[config.mk]
export PLATFORM = sky130hd
export DESIGN_NAME = rca_chunk_serial_adder
export DESIGN_NICKNAME = d
export VERILOG_FILES = /design/src/rtl/rca_pkg.sv /design/src/rtl/rca_chunk.sv /design/src/rtl/rca_chunk_serial_adder.sv
export SDC_FILE = /design/constraint.sdc
export NUM_CORES = 1
export LEC_CHECK = 0
export BUFFER_PORTS_ARGS = -buffer_cell sky130_fd_sc_hd__clkbuf_2
export CAP_MARGIN = 0
export CORE_ASPECT_RATIO = 1.5
export CORE_UTILIZATION = 50
export DETAILED_ROUTE_END_ITERATION = 8
export HOLD_SLACK_MARGIN = 0.03
export PLACE_DENSITY = 0.7
export SLEW_MARGIN = 0
export SYNTH_ARGS = -nofsm -noshare
export SYNTH_HDL_FRONTEND = slang
export SYNTH_SLANG_ARGS = --single-unit
[constraint.sdc]
create_clock -name clk -period 3.7 [get_ports clk]
set_clock_uncertainty 0.2 [all_clocks]
set_input_delay 0.37 -clock clk [delete_from_list [all_inputs] [get_ports clk]]
set_output_delay 0.37 -clock clk [all_outputs]
set_load 0.05 [all_outputs]
[src/rtl/rca_pkg.sv]
// Shared types for the chunk-serial ripple-carry adder.
// Latency: n/a (types and elaboration-time helpers only).
// Backpressure: n/a.
package rca_pkg;

  // Controller states, 2-bit encoding.
  typedef enum logic [1:0] {
    ST_IDLE = 2'd0,
    ST_RUN  = 2'd1,
    ST_DONE = 2'd2
  } state_t;

  // Width of a counter that indexes n chunks; never narrower than one bit.
  function automatic int cnt_w(input int n);
    return (n > 1) ? $clog2(n) : 1;
  endfunction

endpackage

[src/rtl/rca_chunk.sv]
// Combinational CHUNK-bit ripple of full adders.
// Latency: purely combinational, CHUNK full-adder stages deep.
// Backpressure: none; the caller sequences the operands.
module rca_chunk #(
  parameter int CHUNK = 4
) (
  input  logic [CHUNK-1:0] a,
  input  logic [CHUNK-1:0] b,
  input  logic             ci,
  output logic [CHUNK-1:0] s,
  output logic             co,
  output logic             c_msb
);

  logic carry;

  // Ripple the carry LSB to MSB; c_msb keeps the carry entering the top bit.
  always_comb begin
    carry = ci;
    c_msb = ci;
    s     = '0;
    for (int i = 0; i < CHUNK; i++) begin
      c_msb = carry;
      s[i]  = a[i] ^ b[i] ^ carry;
      carry = (a[i] & b[i]) | (carry & (a[i] ^ b[i]));
    end
    co = carry;
  end

endmodule

[src/rtl/rca_chunk_serial_adder.sv]
// Multi-cycle add/subtract of WIDTH-bit operands, CHUNK bits per clock.
// Latency: accept at edge T, out_valid high after edge T+NCHUNK.
// Backpressure: in_ready only in IDLE; result held in DONE until out_ready.
module rca_chunk_serial_adder
  import rca_pkg::*;
#(
  parameter int WIDTH = 16,
  parameter int CHUNK = 4
) (
  input  logic             clk,
  input  logic             rst_n,
  input  logic             in_valid,
  output logic             in_ready,
  input  logic [WIDTH-1:0] a,
  input  logic [WIDTH-1:0] b,
  input  logic             cin,
  input  logic             sub,
  output logic             out_valid,
  input  logic             out_ready,
  output logic [WIDTH-1:0] sum,
  output logic             cout,
  output logic             ovf
);

  localparam int NCHUNK = WIDTH / CHUNK;
  localparam int CW     = cnt_w(NCHUNK);
  localparam logic [CW-1:0] LAST = CW'(NCHUNK - 1);

  state_t           state;
  logic [CW-1:0]    cnt;
  logic             carry;
  // Operand registers shift right one chunk per RUN cycle, so the shared
  // adder always sees the current chunk in the low bits.
  logic [WIDTH-1:0] a_q;
  logic [WIDTH-1:0] b_q;

  logic [CHUNK-1:0] ch_s;
  logic             ch_co;
  logic             ch_cmsb;

  rca_chunk #(
    .CHUNK (CHUNK)
  ) u_chunk (
    .a     (a_q[CHUNK-1:0]),
    .b     (b_q[CHUNK-1:0]),
    .ci    (carry),
    .s     (ch_s),
    .co    (ch_co),
    .c_msb (ch_cmsb)
  );

  // Handshake flags decode straight from the state.
  always_comb begin
    in_ready  = (state == ST_IDLE);
    out_valid = (state == ST_DONE);
  end

  // Controller and datapath: latch on accept, one chunk per RUN cycle, hold in DONE.
  always_ff @(posedge clk or negedge rst_n) begin
    if (!rst_n) begin
      state <= ST_IDLE;
      cnt   <= '0;
      carry <= 1'b0;
      a_q   <= '0;
      b_q   <= '0;
      sum   <= '0;
      cout  <= 1'b0;
      ovf   <= 1'b0;
    end else begin
      case (state)
        ST_IDLE: begin
          if (in_valid) begin
            a_q   <= a;
            // Subtraction is A + ~B + 1; a borrow-in cancels the +1.
            b_q   <= sub ? ~b : b;
            carry <= cin ^ sub;
            cnt   <= '0;
            state <= ST_RUN;
          end
        end
        ST_RUN: begin
          sum[int'(cnt)*CHUNK +: CHUNK] <= ch_s;
          carry <= ch_co;
          a_q   <= a_q >> CHUNK;
          b_q   <= b_q >> CHUNK;
          cnt   <= cnt + 1'b1;
          if (cnt == LAST) begin
            cout  <= ch_co;
            ovf   <= ch_co ^ ch_cmsb;
            state <= ST_DONE;
          end
        end
        ST_DONE: begin
          if (out_ready) begin
            state <= ST_IDLE;
          end
        end
        default: state <= ST_IDLE;
      endcase
    end
  end

endmodule
# ---- Word level (Yosys, flattened, before mapping)
# Cells that the tools add are included.
dict set report word_totals {
  reg_bits 55
  wordCells 60
  inputBits 38
  out_inout_bits 20
}
dict set report classes {
  n_addsub 2
  mux 14
  n_shift 2
  eq_ne 6
  n_bitwise 23
  reduce_logical 5
}
# operator count
set op_table {}
lappend op_table {{one-hot mux 16 bit (2 select lines)} 2}
lappend op_table {{two-way mux 16 bit} 3}
lappend op_table {{negator 4 -> 33 bit} 1}
lappend op_table {{variable shift 4 x 33 -> 16 bit (first input constant)} 1}
lappend op_table {{indexed part select 4 x 33 -> 16 bit} 1}
lappend op_table {{bitwise mux 16 bit} 1}
lappend op_table {{inverter 16 bit} 1}
lappend op_table {{bitwise XOR 1 bit} 10}
lappend op_table {{bitwise AND 1 bit} 8}
lappend op_table {{two-way mux 2 bit} 4}
lappend op_table {{one-hot mux 2 bit (3 select lines)} 1}
lappend op_table {{equality test 2 bit (second input constant)} 2}
lappend op_table {{!= test 2 bit (second input constant)} 2}
lappend op_table {{OR 1 bit} 4}
lappend op_table {{one-hot mux 2 bit (2 select lines)} 1}
lappend op_table {{AND reduction 2 bit} 2}
lappend op_table {{AND reduction 3 bit} 1}
lappend op_table {{adder 2 x 1 -> 2 bit (second input constant)} 1}
lappend op_table {{equality test 2 x 1 -> 1 bit (second input constant)} 1}
lappend op_table {{zero test 2 bit} 1}
lappend op_table {{!= test 2 x 1 -> 1 bit (second input constant)} 1}
lappend op_table {{one-hot mux 1 bit (2 select lines)} 1}
lappend op_table {{nonzero test 2 bit} 1}
lappend op_table {{two-way mux 1 bit} 1}

# ---- Longest topological paths before layout
dict set report logic_depth {
  word_depth 10
  depth_mapped 8
  depth_no_buf 8
}

# ---- Cells and area by module
# A second synthesis with hierarchy kept.
dict set report hier_totals {
  hier_cells 263
  hier_area_um2 2819.0
}
# module area_per_inst_um2 n_inst seq_area_each_um2 cells_per_inst
set by_module_without_submodules {}
lappend by_module_without_submodules {rca_chunk_serial_adder 2708.8 1 1376.3 251}
lappend by_module_without_submodules {rca_chunk 110.1 1 0.0 12}

# ---- Worst setup path before layout
# OpenSTA, ideal clock, no wires.
dict set report synth_timing {
  kind {register to register}
  startpoint {reg carry}
  endpoint {reg sum[3]}
  n_path_buf 0
  t_arrival_ns 2.056
  stages_incl_launch_ff 8
  slack_ns 1.323
  t_required_ns 3.379
  period_less_slack_ns 2.377
  setup_ns 0.121
  cell_sequence {dfrtp_1 -> inv_1 -> fa_1 -> fa_1 -> inv_1 -> fa_1 -> fa_1 -> a22o_1}
}
dict set report synth_between {
  elab_chain_len 9
  elab_cells_between_ends 12
  cone_classes {shift: 1; mux: 1; bitwise: 10}
}
# item line
set synth_lines {}
lappend synth_lines {{from (decl)} rca_chunk_serial_adder.sv:31} ;# logic carry;
lappend synth_lines {{from (signal assigned)} rca_chunk_serial_adder.sv:76} ;# carry <= cin ^ sub;
lappend synth_lines {{from (signal assigned)} rca_chunk_serial_adder.sv:83} ;# carry <= ch_co;
lappend synth_lines {{bitwise AND 1 bit} rca_chunk.sv:25} ;# carry = (a[i] & b[i]) | (carry & (a[i] ^ b[i]));
lappend synth_lines {{OR 1 bit} rca_chunk.sv:25}
lappend synth_lines {{bitwise AND 1 bit} rca_chunk.sv:25}
lappend synth_lines {{OR 1 bit} rca_chunk.sv:25}
lappend synth_lines {{bitwise AND 1 bit} rca_chunk.sv:25}
lappend synth_lines {{OR 1 bit} rca_chunk.sv:25}
lappend synth_lines {{bitwise XOR 1 bit} rca_chunk.sv:24} ;# s[i] = a[i] ^ b[i] ^ carry;
lappend synth_lines {{indexed part select 4 x 33 -> 16 bit *} rca_chunk_serial_adder.sv:82} ;# sum[int'(cnt)*CHUNK +: CHUNK] <= ch_s;
lappend synth_lines {{bitwise mux 16 bit *} rca_chunk_serial_adder.sv:82}
lappend synth_lines {{to (signal, indexed assignment)} rca_chunk_serial_adder.sv:82}
lappend synth_lines {{to (decl)} rca_chunk_serial_adder.sv:20} ;# output logic [WIDTH-1:0] sum,
# Mark *: on every way between the ends. The rest lies on a longest branch, timed or not.
# A chain may end at the register's enable or synchronous reset.

# ---- Worst setup path in the final report
dict set report layout_timing {
  startpoint {reg state[1]}
  endpoint {out in_ready}
}
dict set report layout_between {
  elab_chain_len 1
}
# item line
set layout_lines {}
lappend layout_lines {{from (decl)} rca_chunk_serial_adder.sv:29} ;# state_t state;
lappend layout_lines {{from (signal assigned)} rca_chunk_serial_adder.sv:61} ;# state <= ST_IDLE;
lappend layout_lines {{from (signal assigned)} rca_chunk_serial_adder.sv:78} ;# state <= ST_RUN;
lappend layout_lines {{from (signal assigned)} rca_chunk_serial_adder.sv:90} ;# state <= ST_DONE;
lappend layout_lines {{zero test 2 bit} rca_chunk_serial_adder.sv:54} ;# in_ready = (state == ST_IDLE);
lappend layout_lines {{to (decl)} rca_chunk_serial_adder.sv:13} ;# output logic in_ready,
# Every way passes these cells.

==> impl_metrics.env <==
export IMPL_cp_start_kind="flip-flop"
export IMPL_drc=0
export IMPL_antenna_found_initial=0
export IMPL_rsz0062_at_grt="false"
export IMPL_worstMarginPinSlew_ns=1.02
export IMPL_gp_congestion=0.776
export IMPL_n_fill_cell=539
export IMPL_syn_nets=336
export IMPL_rows=34
export IMPL_r2r_slack_ns=1.18
export IMPL_power_leakage_nw=1.57
export IMPL_cts_buffers=5
export IMPL_fin_cells=410
export IMPL_r2r_start="carry"
export IMPL_end_kind="primary output"
export IMPL_place_inst=401
export IMPL_diodes=0
export IMPL_reg2regPathDepth=8
export IMPL_synth_cell_type_count=34
export IMPL_drt_iter0_drc=104
export IMPL_fin_ws_ns=1.08
export IMPL_coreArea_um2=5790
export IMPL_clkLatencyLatePin_ns=0.31
export IMPL_relSlewSlack_pct=32.3
export IMPL_avgSynthCellArea_um2=10.3
export IMPL_cp_cell_sequence="buf_4 > nor2_1 > clkbuf_2"
export IMPL_dp_worst_setup_slack_ns=1.19
export IMPL_port_buffers=57
export IMPL_hold_class="input pin to flip-flop"
export IMPL_drive_gt1_share_pct=24.9
export IMPL_setup_viol=0
export IMPL_hold_viol_final=0
export IMPL_synth_ff_type="dfrtp_1"
export IMPL_die_w_um=65.0
export IMPL_r2r_end="sum[7]"
export IMPL_avgRoutedWirePerCell_um=15.4
export IMPL_p_per_area_nw_per_um2=801
export IMPL_cts_clk_slew_worst_paths_ns=0.10
export IMPL_max_cap_violations=0
export IMPL_clk_path_buf_depth=2
export IMPL_crit_type="flip-flop to primary output"
export IMPL_crit_end="in_ready"
export IMPL_htree_levels=2
export IMPL_grt_pass1_vias=2149
export IMPL_firstDrtPassIters=4
export IMPL_synth_seq_cells=55
export IMPL_ir_worst_vdd_uv=338
export IMPL_ant_nets=0
export IMPL_cts_tree="done"
export IMPL_clock_sinks=55
export IMPL_die_area_um2=6280
export IMPL_postSynthCellCount=288
export IMPL_num_vias=2300
export IMPL_timing_fmax_mhz=382
export IMPL_overflow=0
export IMPL_cts_resized=0
export IMPL_fin_nets=385
export IMPL_dieHeight_um=96.5
export IMPL_synth_edf_count=0
export IMPL_grt_pass1_wl_mm=10.6
export IMPL_vias_per_cell=5.61
export IMPL_hpwl_mm=4.43
export IMPL_io_pins=58
export IMPL_start_util_pct=51.5
export IMPL_placed_area_um2=3270
export IMPL_fin_setup_tns_ns=0
export IMPL_critPathRequiredTime_ns=3.13
export IMPL_min_period_ns=2.62
export IMPL_fin_crit_sh_pct=70.8
export IMPL_arrival_ns=2.05
export IMPL_synth_async_reset_ratio_pct=100
export IMPL_netlist_area_um2=2980
export IMPL_design_area_um2=3380
export IMPL_slowest_stage="dfrtp_1"
export IMPL_max_stage_delay_ns=1.02
export IMPL_status="complete, no violations"
export IMPL_drt_wl_total_mm=6.30
export IMPL_yosysSeqAreaShare_pct=46.2
export IMPL_clock_root_buffer="clkbuf_8"
export IMPL_areaGrowthSynthToFinish_pct=13.4
export IMPL_grt_max_degree=38
export IMPL_finalMaxSlewViolations=0
export IMPL_cp_startpoint="state[1]"
export IMPL_cp_max_fo=30
export IMPL_ys_warn_count=0
export IMPL_hold_slack_ns=0.0345
export IMPL_grtUsageTotal_pct=22.2
cells in the mapped netlist (2+ instances only):
cell	count	area, um^2
xnor2_1	13	114
a221o_1	11	110
ha_1	6	75.1
buf_4	2	15.0
nand3b_2	2	22.5
mux2_2	2	22.5
nand3b_4	2	40.0
a2bb2oi_1	2	17.5
clkbuf_1	11	41.3
fa_1	4	80.1
a22o_1	4	35.0
inv_1	18	67.6
o32ai_1	11	96.3
nand2_1	28	105
o21ai_0	25	125
a21oi_1	16	80.1
o211ai_1	2	15.0
xor2_1	5	43.8
o31ai_1	8	60.1
buf_2	4	20.0
nor2_1	5	18.8
a22oi_1	14	105
nor2b_1	18	113
or3b_2	2	17.5
dfrtp_1	55	1380
nand2b_1	5	31.3
o21ai_2	3	26.3
buf_6	4	45.0
layout make-up:
cell class	instances	area, um^2	share of cell area (%)
multi-input cells	194	1420	41.9
flip-flops and latches	55	1380	40.7
repair buffers	63	333	9.85
well taps	72	90.1	2.67
clock buffers	7	86.3	2.56
inverters	18	67.6	2.00
clock inverters	1	8.76	0.259
cells in the final DEF, fill, tap and decap left out, types with 3 or more instances in the layout:
cell type and count:
a21oi_1 16, a221o_1 11, a22o_1 4, a22oi_1 14
buf_4 5, clkbuf_2 57, clkbuf_8 6, dfrtp_1 55
fa_1 4, ha_1 6, inv_1 18, nand2_1 28
nand2b_1 5, nor2_1 5, nor2b_1 17, o21ai_0 25
o21ai_2 3, o31ai_1 8, o32ai_1 11, xnor2_1 13
xor2_1 5
worst min-delay path by stage:
stage,slack (ns),endpoint,cells past startpoint,from
finish,0.03,state[1],2,out_ready
detailed placement,0.27,sum[15],2,sum[15]
floorplan,-0.13,a_q[0],0,rst_n
CTS,0.03,state[1],2,out_ready
global route,0.04,state[1],2,out_ready
global placement,0.26,sum[13],2,sum[13]
per-layer routing:
layer	vias to the layer above	track usage, %	share of wire (%)
met3	13	3.40	3.7
met2	61	37.8	50
met1	1108	27.8	43
met5	-	0	0
met4	0	9.78	3.2
li1	1118	-	-
per-stage QoR:
step	power (mW)	util (%)
floorplan	2.06	-
global placement	2.34	56.6
detailed placement	2.38	56.6
CTS	2.73	58.4
global route	2.92	58.4
finish	2.71	58.4
logic make-up (layout without fill, tap and decap cells):
group                      after synthesis  in the layout  share of synthesized area, %
muxes                                    3              3                          1.09
AOI/OAI and AO/OA                       97             97                          22.7
adders and majority gates               10             10                          5.21
DFF                                     55             55                          46.2
and+or+nand+nor                         66             66                          13.2
xor gates and xnor gates                18             18                          5.29
buffers and inverters                   39             89                          6.34
sequential cells by signal, summed over array words and instances (netlist names):
name   cells
b_q       16
sum       16
a_q       16
cout       1
ovf        1
cnt        2
carry      1
state      2
power by group:
part	leakage, nW	switching, mW	total, mW	internal (mW)
Clock	0.0484	0.196	0.350	0.154
Combinational	0.792	0.823	1.30	0.478
Sequential	0.731	0.241	1.05	0.813
critical path, delay by kind of cell, from the launching register on:
family / cells / cell delay (ns)
flops: 1 / 1.02
simple gates: 1 / 0.07
buf+inv: 2 / 0.63
repair_timing:
action | CTS | global route
buffers inserted | 0 | 0
hold buffers | 1 | 0
endpoints found under the hold margin | 36 | 0
(Power assumes the default switching activity.)
